==> config.mk <==
export PLATFORM = sky130hd
export DESIGN_NAME = axis_red_pitaya_prbs_rx
export DESIGN_NICKNAME = d
export VERILOG_FILES = /design/src/rtl/prbs_pkg.sv /design/src/rtl/prbs_rx_lfsr.sv /design/src/rtl/axis_red_pitaya_prbs_rx.sv
export SDC_FILE = /design/constraint.sdc
export NUM_CORES = 1
export LEC_CHECK = 0
export ABC_AREA = 1
export CAP_MARGIN = 25
export CORE_UTILIZATION = 58
export DETAILED_ROUTE_END_ITERATION = 8
export PLACE_DENSITY = 0.92
export SYNTH_ARGS = -nofsm -noshare
export SYNTH_HDL_FRONTEND = slang
export SYNTH_HIERARCHICAL = 1
export SYNTH_SLANG_ARGS = --single-unit
==> constraint.sdc <==
create_clock -name aclk -period 6 [get_ports aclk]
set_clock_uncertainty 0.2 [all_clocks]
set_input_delay 1.8 -clock aclk [delete_from_list [all_inputs] [get_ports aclk]]
set_output_delay 1.8 -clock aclk [all_outputs]
set_load 0.05 [all_outputs]
==> src/rtl/prbs_pkg.sv <==
// Shared PRBS definitions: tap table, lock window, receiver FSM states, config-word layout.
// Polynomial x^L + ... + x^k + 1 means b[n] = XOR of b[n-k]; LFSR state bit k-1 holds b[n-k].
package prbs_pkg;

   localparam int LFSR_MAX   = 10;
   localparam int WIN_LEN    = 64;
   localparam int ERR_THRESH = 8;

   localparam int CFG_DIV_LSB   = 0;
   localparam int CFG_ORDER_LSB = 11;
   localparam int CFG_EN_BIT    = 14;
   localparam int CFG_CLR_BIT   = 15;
   localparam int CFG_PHASE_LSB = 16;

   localparam int REC_BIT_POS  = 24;
   localparam int REC_ERR_POS  = 25;
   localparam int REC_LOCK_POS = 26;

   typedef enum logic [1:0] {
      ST_IDLE,
      ST_SKIP,
      ST_SEED,
      ST_CHECK
   } rx_state_t;

   function automatic logic [LFSR_MAX-1:0] tap_mask(input logic [2:0] order);
      case (order)
         3'd0:    tap_mask = 10'h006;   // x3+x2+1
         3'd1:    tap_mask = 10'h00C;   // x4+x3+1
         3'd2:    tap_mask = 10'h014;   // x5+x3+1
         3'd3:    tap_mask = 10'h030;   // x6+x5+1
         3'd4:    tap_mask = 10'h060;   // x7+x6+1
         3'd5:    tap_mask = 10'h0B8;   // x8+x6+x5+x4+1
         3'd6:    tap_mask = 10'h110;   // x9+x5+1
         default: tap_mask = 10'h240;   // x10+x7+1
      endcase
   endfunction

endpackage

==> src/rtl/prbs_rx_lfsr.sv <==
// Loadable receive LFSR: shifts decided bits in at bit 0, exposes the predicted next bit.
// Latency 0 for exp_bit (combinational from state); no backpressure.
module prbs_rx_lfsr
   import prbs_pkg::*;
(
   input  logic                aclk,
   input  logic                srst,
   input  logic                clr,
   input  logic                shift,
   input  logic                din,
   input  logic [LFSR_MAX-1:0] tap_mask,
   output logic                exp_bit
);

   logic [LFSR_MAX-1:0] sr;

   always_ff @(posedge aclk) begin
      if (srst || clr) begin
         sr <= '0;
      end else if (shift) begin
         sr <= {sr[LFSR_MAX-2:0], din};
      end
   end

   assign exp_bit = ^(sr & tap_mask);

endmodule

==> src/rtl/axis_red_pitaya_prbs_rx.sv <==
// PRBS receiver: slices ADC lane A into chips, self-syncs an LFSR, counts errors; PRBS_RX_INTEGRATE_EN selects integrate-and-dump.
// Latency: record 2 cycles after a chip's last sample. Never stalls: tready=1, records dropped (sticky ovf) if sink not ready.
module axis_red_pitaya_prbs_rx
   import prbs_pkg::*;
#(
   parameter int ADC_DATA_WIDTH   = 14,
   parameter int AXIS_TDATA_WIDTH = 32,
   parameter int ACC_WIDTH        = 24
) (
   input  logic                        aclk,
   input  logic                        srst,
   output logic                        s_axis_tready,
   input  logic [AXIS_TDATA_WIDTH-1:0] s_axis_tdata,
   input  logic                        s_axis_tvalid,
   input  logic [31:0]                 rx_cfg_i,
   output logic [31:0]                 m_axis_tdata,
   output logic                        m_axis_tvalid,
   input  logic                        m_axis_tready,
   output logic                        rx_lock_o,
   output logic [31:0]                 rx_err_cnt_o,
   output logic [31:0]                 rx_chip_cnt_o,
   output logic                        rx_ovf_o
);

   rx_state_t            state, state_nxt;
   logic [7:0]           cfg_div, cfg_phase, div_q, div_eff, samp_cnt, skip_cnt;
   logic [2:0]           cfg_order, order_q;
   logic                 cfg_en, cfg_clr;
   logic [ACC_WIDTH-1:0] sample_ext, acc;
   logic                 in_chip, take, skip, chip_last, chip_end_q;
   logic                 dec_bit, exp_bit, seeding, checking, err;
   logic                 seed_last, win_end, lock_lost, lock_nxt;
   logic [3:0]           seed_cnt;
   logic [5:0]           win_cnt;
   logic [6:0]           win_err, win_errs;
   logic [31:0]          rec;
   logic                 unused_bits;

   assign s_axis_tready = 1'b1;
   assign cfg_div       = rx_cfg_i[CFG_DIV_LSB +: 8];
   assign cfg_order     = rx_cfg_i[CFG_ORDER_LSB +: 3];
   assign cfg_en        = rx_cfg_i[CFG_EN_BIT];
   assign cfg_clr       = rx_cfg_i[CFG_CLR_BIT];
   assign cfg_phase     = rx_cfg_i[CFG_PHASE_LSB +: 8];
   assign sample_ext    = {{(ACC_WIDTH-ADC_DATA_WIDTH){s_axis_tdata[ADC_DATA_WIDTH-1]}},
                           s_axis_tdata[ADC_DATA_WIDTH-1:0]};
   assign unused_bits   = ^{s_axis_tdata[AXIS_TDATA_WIDTH-1:ADC_DATA_WIDTH], rx_cfg_i[10:8], rx_cfg_i[31:24]};

   always_comb begin
      state_nxt = state;
      // In IDLE the live div is used so a phase-0 first sample lands in the right chip slot.
      div_eff   = (state == ST_IDLE) ? cfg_div : div_q;
      in_chip   = (state == ST_SEED) || (state == ST_CHECK) || (skip_cnt >= cfg_phase);
      take      = cfg_en && s_axis_tvalid && in_chip;
      skip      = cfg_en && s_axis_tvalid && !in_chip;
      chip_last = (samp_cnt == div_eff);
      dec_bit   = !acc[ACC_WIDTH-1] && (acc != '0);
      seeding   = chip_end_q && (state == ST_SEED);
      checking  = chip_end_q && (state == ST_CHECK);
      err       = checking && (dec_bit != exp_bit);
      win_errs  = win_err + {6'd0, err};
      win_end   = checking && (win_cnt == 6'(WIN_LEN-1));
      lock_lost = win_end && (win_errs >= 7'(ERR_THRESH));
      lock_nxt  = win_end ? !lock_lost : rx_lock_o;
      seed_last = seeding && (seed_cnt == ({1'b0, order_q} + 4'd2));

      rec                  = '0;
      rec[ACC_WIDTH-1:0]   = acc;
      rec[REC_BIT_POS]     = dec_bit;
      rec[REC_ERR_POS]     = err;
      rec[REC_LOCK_POS]    = lock_nxt;

      case (state)
         ST_IDLE:  if (take) state_nxt = ST_SEED; else if (skip) state_nxt = ST_SKIP;
         ST_SKIP:  if (take) state_nxt = ST_SEED;
         ST_SEED:  if (seed_last) state_nxt = ST_CHECK;
         ST_CHECK: if (lock_lost) state_nxt = ST_SEED;
         default:  state_nxt = ST_IDLE;
      endcase
      if (!cfg_en) state_nxt = ST_IDLE;
   end

   always_ff @(posedge aclk) begin
      if (srst) state <= ST_IDLE;
      else      state <= state_nxt;
   end

   always_ff @(posedge aclk) begin
      if (srst) begin
         div_q         <= '0;
         order_q       <= '0;
         skip_cnt      <= '0;
         samp_cnt      <= '0;
         acc           <= '0;
         chip_end_q    <= 1'b0;
         seed_cnt      <= '0;
         win_cnt       <= '0;
         win_err       <= '0;
         m_axis_tvalid <= 1'b0;
         m_axis_tdata  <= '0;
         rx_lock_o     <= 1'b0;
         rx_err_cnt_o  <= '0;
         rx_chip_cnt_o <= '0;
         rx_ovf_o      <= 1'b0;
      end else begin
         if (state == ST_IDLE) begin
            div_q   <= cfg_div;
            order_q <= cfg_order;
         end
         if (!cfg_en) begin
            skip_cnt      <= '0;
            samp_cnt      <= '0;
            acc           <= '0;
            chip_end_q    <= 1'b0;
            seed_cnt      <= '0;
            win_cnt       <= '0;
            win_err       <= '0;
            m_axis_tvalid <= 1'b0;
            rx_lock_o     <= 1'b0;
         end else begin
            chip_end_q <= take && chip_last;
            if (skip) skip_cnt <= skip_cnt + 8'd1;
            if (take) begin
               samp_cnt <= chip_last ? 8'd0 : samp_cnt + 8'd1;
`ifdef PRBS_RX_INTEGRATE_EN
               acc <= (samp_cnt == 8'd0) ? sample_ext : acc + sample_ext;
`else
               if (samp_cnt == (div_eff >> 1)) acc <= sample_ext;
`endif
            end
            m_axis_tvalid <= chip_end_q;
            if (chip_end_q) m_axis_tdata <= rec;
            if (seeding) seed_cnt <= seed_last ? 4'd0 : seed_cnt + 4'd1;
            if (checking) begin
               win_cnt   <= win_cnt + 6'd1;
               win_err   <= win_end ? 7'd0 : win_errs;
               rx_lock_o <= lock_nxt;
            end
         end
         // clr outranks any increment landing in the same cycle
         if (cfg_clr) begin
            rx_err_cnt_o  <= '0;
            rx_chip_cnt_o <= '0;
            rx_ovf_o      <= 1'b0;
         end else begin
            if (checking && (rx_chip_cnt_o != '1)) rx_chip_cnt_o <= rx_chip_cnt_o + 32'd1;
            if (err && (rx_err_cnt_o != '1))       rx_err_cnt_o  <= rx_err_cnt_o + 32'd1;
            if (m_axis_tvalid && !m_axis_tready)   rx_ovf_o      <= 1'b1;
         end
      end
   end

   prbs_rx_lfsr u_lfsr (
      .aclk     (aclk),
      .srst     (srst),
      .clr      (!cfg_en),
      .shift    (seeding || checking),
      .din      (dec_bit),
      .tap_mask (tap_mask(order_q)),
      .exp_bit  (exp_bit)
   );

endmodule

# Yosys cells after proc, flatten, opt, wreduce, memory -nomap -nowiden
# Index checks and enable logic that the tools add are counted.
[word_totals]
out_inout_bits = 100
reg_bits = 165
elab_cells = 93
in_bits = 68
[op_classes]
mux = 12
add_sub_neg = 8
n_bitwise = 2
n_eq_ne = 20
reduce_logical = 32
n_lt_le_gt_ge = 2
[op_table]
columns = ["cell", "n"]
rows = [
  ["10-bit case mux with 7 select lines", 1],
  ["32-bit by 1-bit adder with 32-bit output (second input constant)", 2],
  ["32-bit inequality test (second input constant)", 2],
  ["24-bit nonzero test", 1],
  ["8-bit by 1-bit adder with 8-bit output (second input constant)", 2],
  ["8-bit two-way mux", 2],
  ["1-bit logical AND", 14],
  ["10-bit AND", 1],
  ["2-bit two-way mux", 5],
  ["10-bit XOR reduction", 1],
  ["3-bit == test (second input constant)", 3],
  ["8-bit by 7-bit == test with 1-bit output", 1],
  ["8-bit == test", 1],
  ["8-bit greater-or-equal comparator", 1],
  ["2-bit case mux with 4 select lines", 1],
  ["7-bit by 1-bit adder with 7-bit output", 1],
  ["7-bit by 4-bit greater-or-equal comparator with 1-bit output (second input constant)", 1],
  ["7-bit two-way mux", 1],
  ["6-bit by 1-bit adder with 6-bit output (second input constant)", 1],
  ["3-bit by 2-bit == test with 1-bit output (second input constant)", 2],
  ["6-bit == test (second input constant)", 1],
  ["2-bit inequality test (second input constant)", 3],
  ["1-bit zero test", 5],
  ["3-bit by 2-bit adder with 4-bit output (second input constant)", 1],
  ["16 further kinds", 22],
]

# Longest topological paths before layout
[depth]
depth_word = 11
mapped_depth = 30
mapped_depth_nobuf = 29

# Modules after synthesis
# The synthesis kept the hierarchy.
[by_module_without_submodules]
columns = ["module", "cells_per_inst", "instances", "area_each_um2"]
rows = [
  ["axis_red_pitaya_prbs_rx", 1375, 1, 8541.9],
  ["prbs_rx_lfsr", 102, 1, 634.4],
]

# Least setup slack after synthesis
# Ideal clock, no wire load.
[synth_timing]
kind = "input -> register"
startpoint = "input port rx_cfg_i[23]"
endpoint = "register samp_cnt[2]"
path_buffers = 1
cell_stages = 12
path_slack_ns = 2.437
required_time_ns = 5.683
arrival_time_ns = 3.246
cell_sequence = "inv_1 ha_1 nand2_1 nor2_1 nand2_1 nand4_1 nand2_1 inv_1 clkbuf_1 nand2_1 nand2_1 nor2_1"
[synth_between]
elab_chain_cells = 3
[synth_rtl]
columns = ["element", "line_no", "source"]
rows = [
  ["from (decl)", "axis_red_pitaya_prbs_rx.sv:15", "input logic [31:0] rx_cfg_i,"],
  ["8-bit greater-or-equal comparator", "axis_red_pitaya_prbs_rx.sv:53", "in_chip = (state == ST_SEED) || (state == ST_CHECK) || (skip_cnt >= cfg_phase);"],
  ["1-bit logical OR", "axis_red_pitaya_prbs_rx.sv:53", ""],
  ["1-bit logical AND", "axis_red_pitaya_prbs_rx.sv:54", "take = cfg_en && s_axis_tvalid && in_chip;"],
  ["to (signal assigned)", "axis_red_pitaya_prbs_rx.sv:124", "samp_cnt <= chip_last ? 8'd0 : samp_cnt + 8'd1;"],
  ["to (decl)", "axis_red_pitaya_prbs_rx.sv:26", "logic [7:0] cfg_div, cfg_phase, div_q, div_eff, samp_cnt, skip_cnt;"],
]
# No other way between the ends.
# A chain may end at the register's enable or synchronous reset.

# Worst setup path in the final report
[layout_timing]
startpoint = "input port rx_cfg_i[23]"
endpoint = "register samp_cnt[6]"
# The elaborated chain is that of the path after synthesis.

==> summary.md <==
| Metric | Value |
|---|---|
| Std cell rows | `45` |
| Tot Pwr | `approximately 2200 uW` |
| First-pass iteration count of the detailed router | `6` |
| CP endpoint kind | `flip-flop` |
| Pleak | `0.00431 uW` |
| Port bufs | `132` |
| Max-cap violations | `0` |
| WL per Instance | `12.9 um` |
| Root Driver | `clkbuf_16` |
| First-pass GRT wire length | `38800 um` |
| Final std cells w/o fill | `1805` |
| Clock Latency Late Sink | `roughly 0.43 ns` |
| Die area | `16300 um2` |
| Setup bufs post-CTS | `0` |
| Design area | `~11000 um2` |
| # IOs | `168` |
| Inst Count DP | `1772` |
| Combinational Power Share | `approximately 5.8%` |
| Global route overflow | `0` |
| Total GRT Usage | `29.2%` |
| Synthesized area | `9180 um2` |
| CTS Buf Count | `17` |
| Routed Antenna Nets | `0` |
| Synth area leader | `dfxtp_1` |
| Post-synthesis average cell area | `6.21 um2` |
| Crit path cell chain | `clkdlybuf4s50_1 -> inv_1 -> ha_1 -> nand2_1 -> nor2_1 -> nand2_1 -> nand4_1 -> nand2_1 -> inv_1 -> nand2_1 -> nand2_1 -> nor2_1` |
| Most frequent CP cell | `nand2_1` |
| Total routed wirelength | `23300 um` |
| Status | `finished clean` |
| Post-CTS resize count | `0` |
| Setup tns final | `0 ns` |
| Cell variety after synth | `36` |
| Ant. Diodes | `0` |
| Share of cells above drive strength 1 | `5.33%` |
| Post-route DRC | `0` |
| Fin. max-slew vios | `0` |
| CP Class | `primary input to flip-flop` |
| Hold slack | `0.266 ns` |
| CP max stage delay | `0.57 ns` |
| Die width | `128 um` |
| CP max FO | `20` |
| Via count | `~9.6k` |
| CTS clk-pin slew, worst paths | `~0.070 ns` |
| Crit-path slowest cell | `inv_1` |
| Peak VDD IR | `just over 0.2 mV` |
| Yosys top cell area share | `between 30 and 40%` |
| Fin crit share | `roughly 72%` |
| 1st-iter DRT viols | `approximately 780` |
| DPL Wire Length | `between 15000 and 20000 um` |
| CTS Sinks | `roughly 160` |
| Hold Vio Cnt, Final | `0` |
| Dominant cells by area after synthesis | `dfxtp_1 34%, nand2_1 19%, nor2_1 8.7%` |
| Hold Crit Class | `flip-flop to flip-flop` |
| Area growth syn-to-layout | `20.5%` |
| Sequential element share of the synthesized area | `approximately 34%` |
| Switching portion of total power | `24.7%` |
| Area post-placement | `10500 um2` |
| Time the worst path needs with I/O delays and setup | `4.32 ns` |
| Largest net degree at the start of global routing | `just over 50` |
| Core area | `15300 um2` |
| Vias in the first global route | `8604` |
| FF+latch count, synth | `155` |
| Reg power frac | `47.2%` |
| Gate Count Post-Synth | `around 1.5k` |
| Internal power | `roughly 1700 uW` |
| Critical Path RT | `6.12 ns` |
| Clock Power Share | `47.0%` |
| Commonest non-fill, non-tap cell in the layout | `nand2_1` |
| Htree depth | `4` |
| Rel. slew slack | `33.4%` |
| Max Clk Rate | `0.231 GHz` |
| Power density over the cells | `199 nW/um2` |
| CTS tree | `yes` |
| Initial antenna violation count | `0` |
| Fin nets | `1666` |
| Initial Util | `around three fifths` |
| RSZ-0062 raised after global routing | `false` |
| Switching power | `545 uW` |
| GP Congestion | `~0.94` |
| Commonest non-fill, non-tap cells in the layout | `465 x nand2_1, 212 x nor2_1, 155 x dfxtp_1` |
| Startpoint Class | `primary input` |
| Post-CTS Hold Buffers | `0` |
| Worst-margin pin slew | `0.996 ns` |
| CP Data Arrival Time | `~4.5 ns` |
| Synth warn | `6` |
| Vias per cell | `5.29` |
| Final setup vio count | `0` |
| DIE HEIGHT | `128 um` |
| CTS max path bufs | `2` |
| FILL cells | `1245` |
==> flip-flops by register name (all words and copies together) (netlist names) <==
register,cells
acc,14
chip_end_q,1
div_q,8
m_axis_tdata,17
m_axis_tvalid,1
order_q,3
rx_chip_cnt_o,32
rx_err_cnt_o,32
rx_lock_o,1
rx_ovf_o,1
samp_cnt,8
seed_cnt,4
skip_cnt,8
state,2
u_lfsr/sr,10
win_cnt,6
win_err,7
==> synth_stat cells (all sizes together) <==
master    n
inv     155
conb      2
buf      34
or2       4
xor2     29
xnor2    15
o21ai    45
nand3b    9
a31oi     1
nor2    217
nand2   488
clkbuf   23
nand3   116
a31o      1
dfxtp   155
a21o      1
nand4    17
nor3     34
a21oi   105
and2      2
o211ai    1
clkinv    3
nor3b     3
ha       17
==> per-layer routing <==
metal / up-vias / track usage, % / wire length [um]
met1: 4292 / 34.6 / 9980
li1: 4844 / - / -
met3: 57 / 5.47 / 1350
met5: - / 0 / 0
met2: 357 / 52.3 / 11400
met4: 0 / 10.9 / 555
==> per-stage QoR <==
stage | setup slack [ns] | util (%)
3_5_place_dp | 1.27 | 68.4
4_1_cts | 1.70 | 72.1
6_report | 1.68 | 72.2
5_1_grt | 1.40 | 72.2
2_1_floorplan | 2.44 | -
3_3_place_gp | 1.29 | 68.4
==> area by class of cell <==
class	count	area, um2	share of cell area, %
multi-input cells	1112	5160	46.7
flip-flops and latches	155	3100	28.1
repair buffers	137	1370	12.4
inverters	158	593	5.36
clock buffers	17	425	3.85
well taps	211	264	2.39
clock inverters	15	141	1.28
==> cell families after synthesis <==
| group | Yosys count | synth area share [%] |
|---|---|---|
| simple gates | 890 | 40.9 |
| buf+inv | 215 | 10.1 |
| flops | 155 | 33.8 |
| compound gates | 154 | 8.51 |
| xor+xnor | 44 | 4.28 |
| fa+ha+maj | 17 | 2.32 |
| other cells | 2 | 0.0818 |
==> path summary, 6_finish.rpt <==
check | cells past startpoint | start | slack (ns) | end
worst min-delay path | 2 | win_cnt[4] | 0.27 | win_cnt[4]
worst max register to register | 27 | order_q[0] | 2.07 | m_axis_tdata[26]
worst max-delay path | 12 | rx_cfg_i[23] | 1.68 | samp_cnt[6]
worst min register to register | 2 | win_cnt[4] | 0.27 | win_cnt[4]
==> power groups by stage <==
stage,registers (uW),clock network [uW],logic [uW]
detailed placement,1060,0,126
global route,1040,1090,144
finish,1040,1040,128
global placement,1060,0,122
floorplan,1060,0,86.6
CTS,1040,1050,127
==> critical path, delay by kind of cell <==
| family | cells | cell delay [ns] |
|---|---|---|
| adders and majority gates | 1 | 0.28 |
| buffers and inverters | 3 | 1.06 |
| and+or+nand+nor | 8 | 1.29 |
No activity file was read; power rests on OpenSTA's default activity.
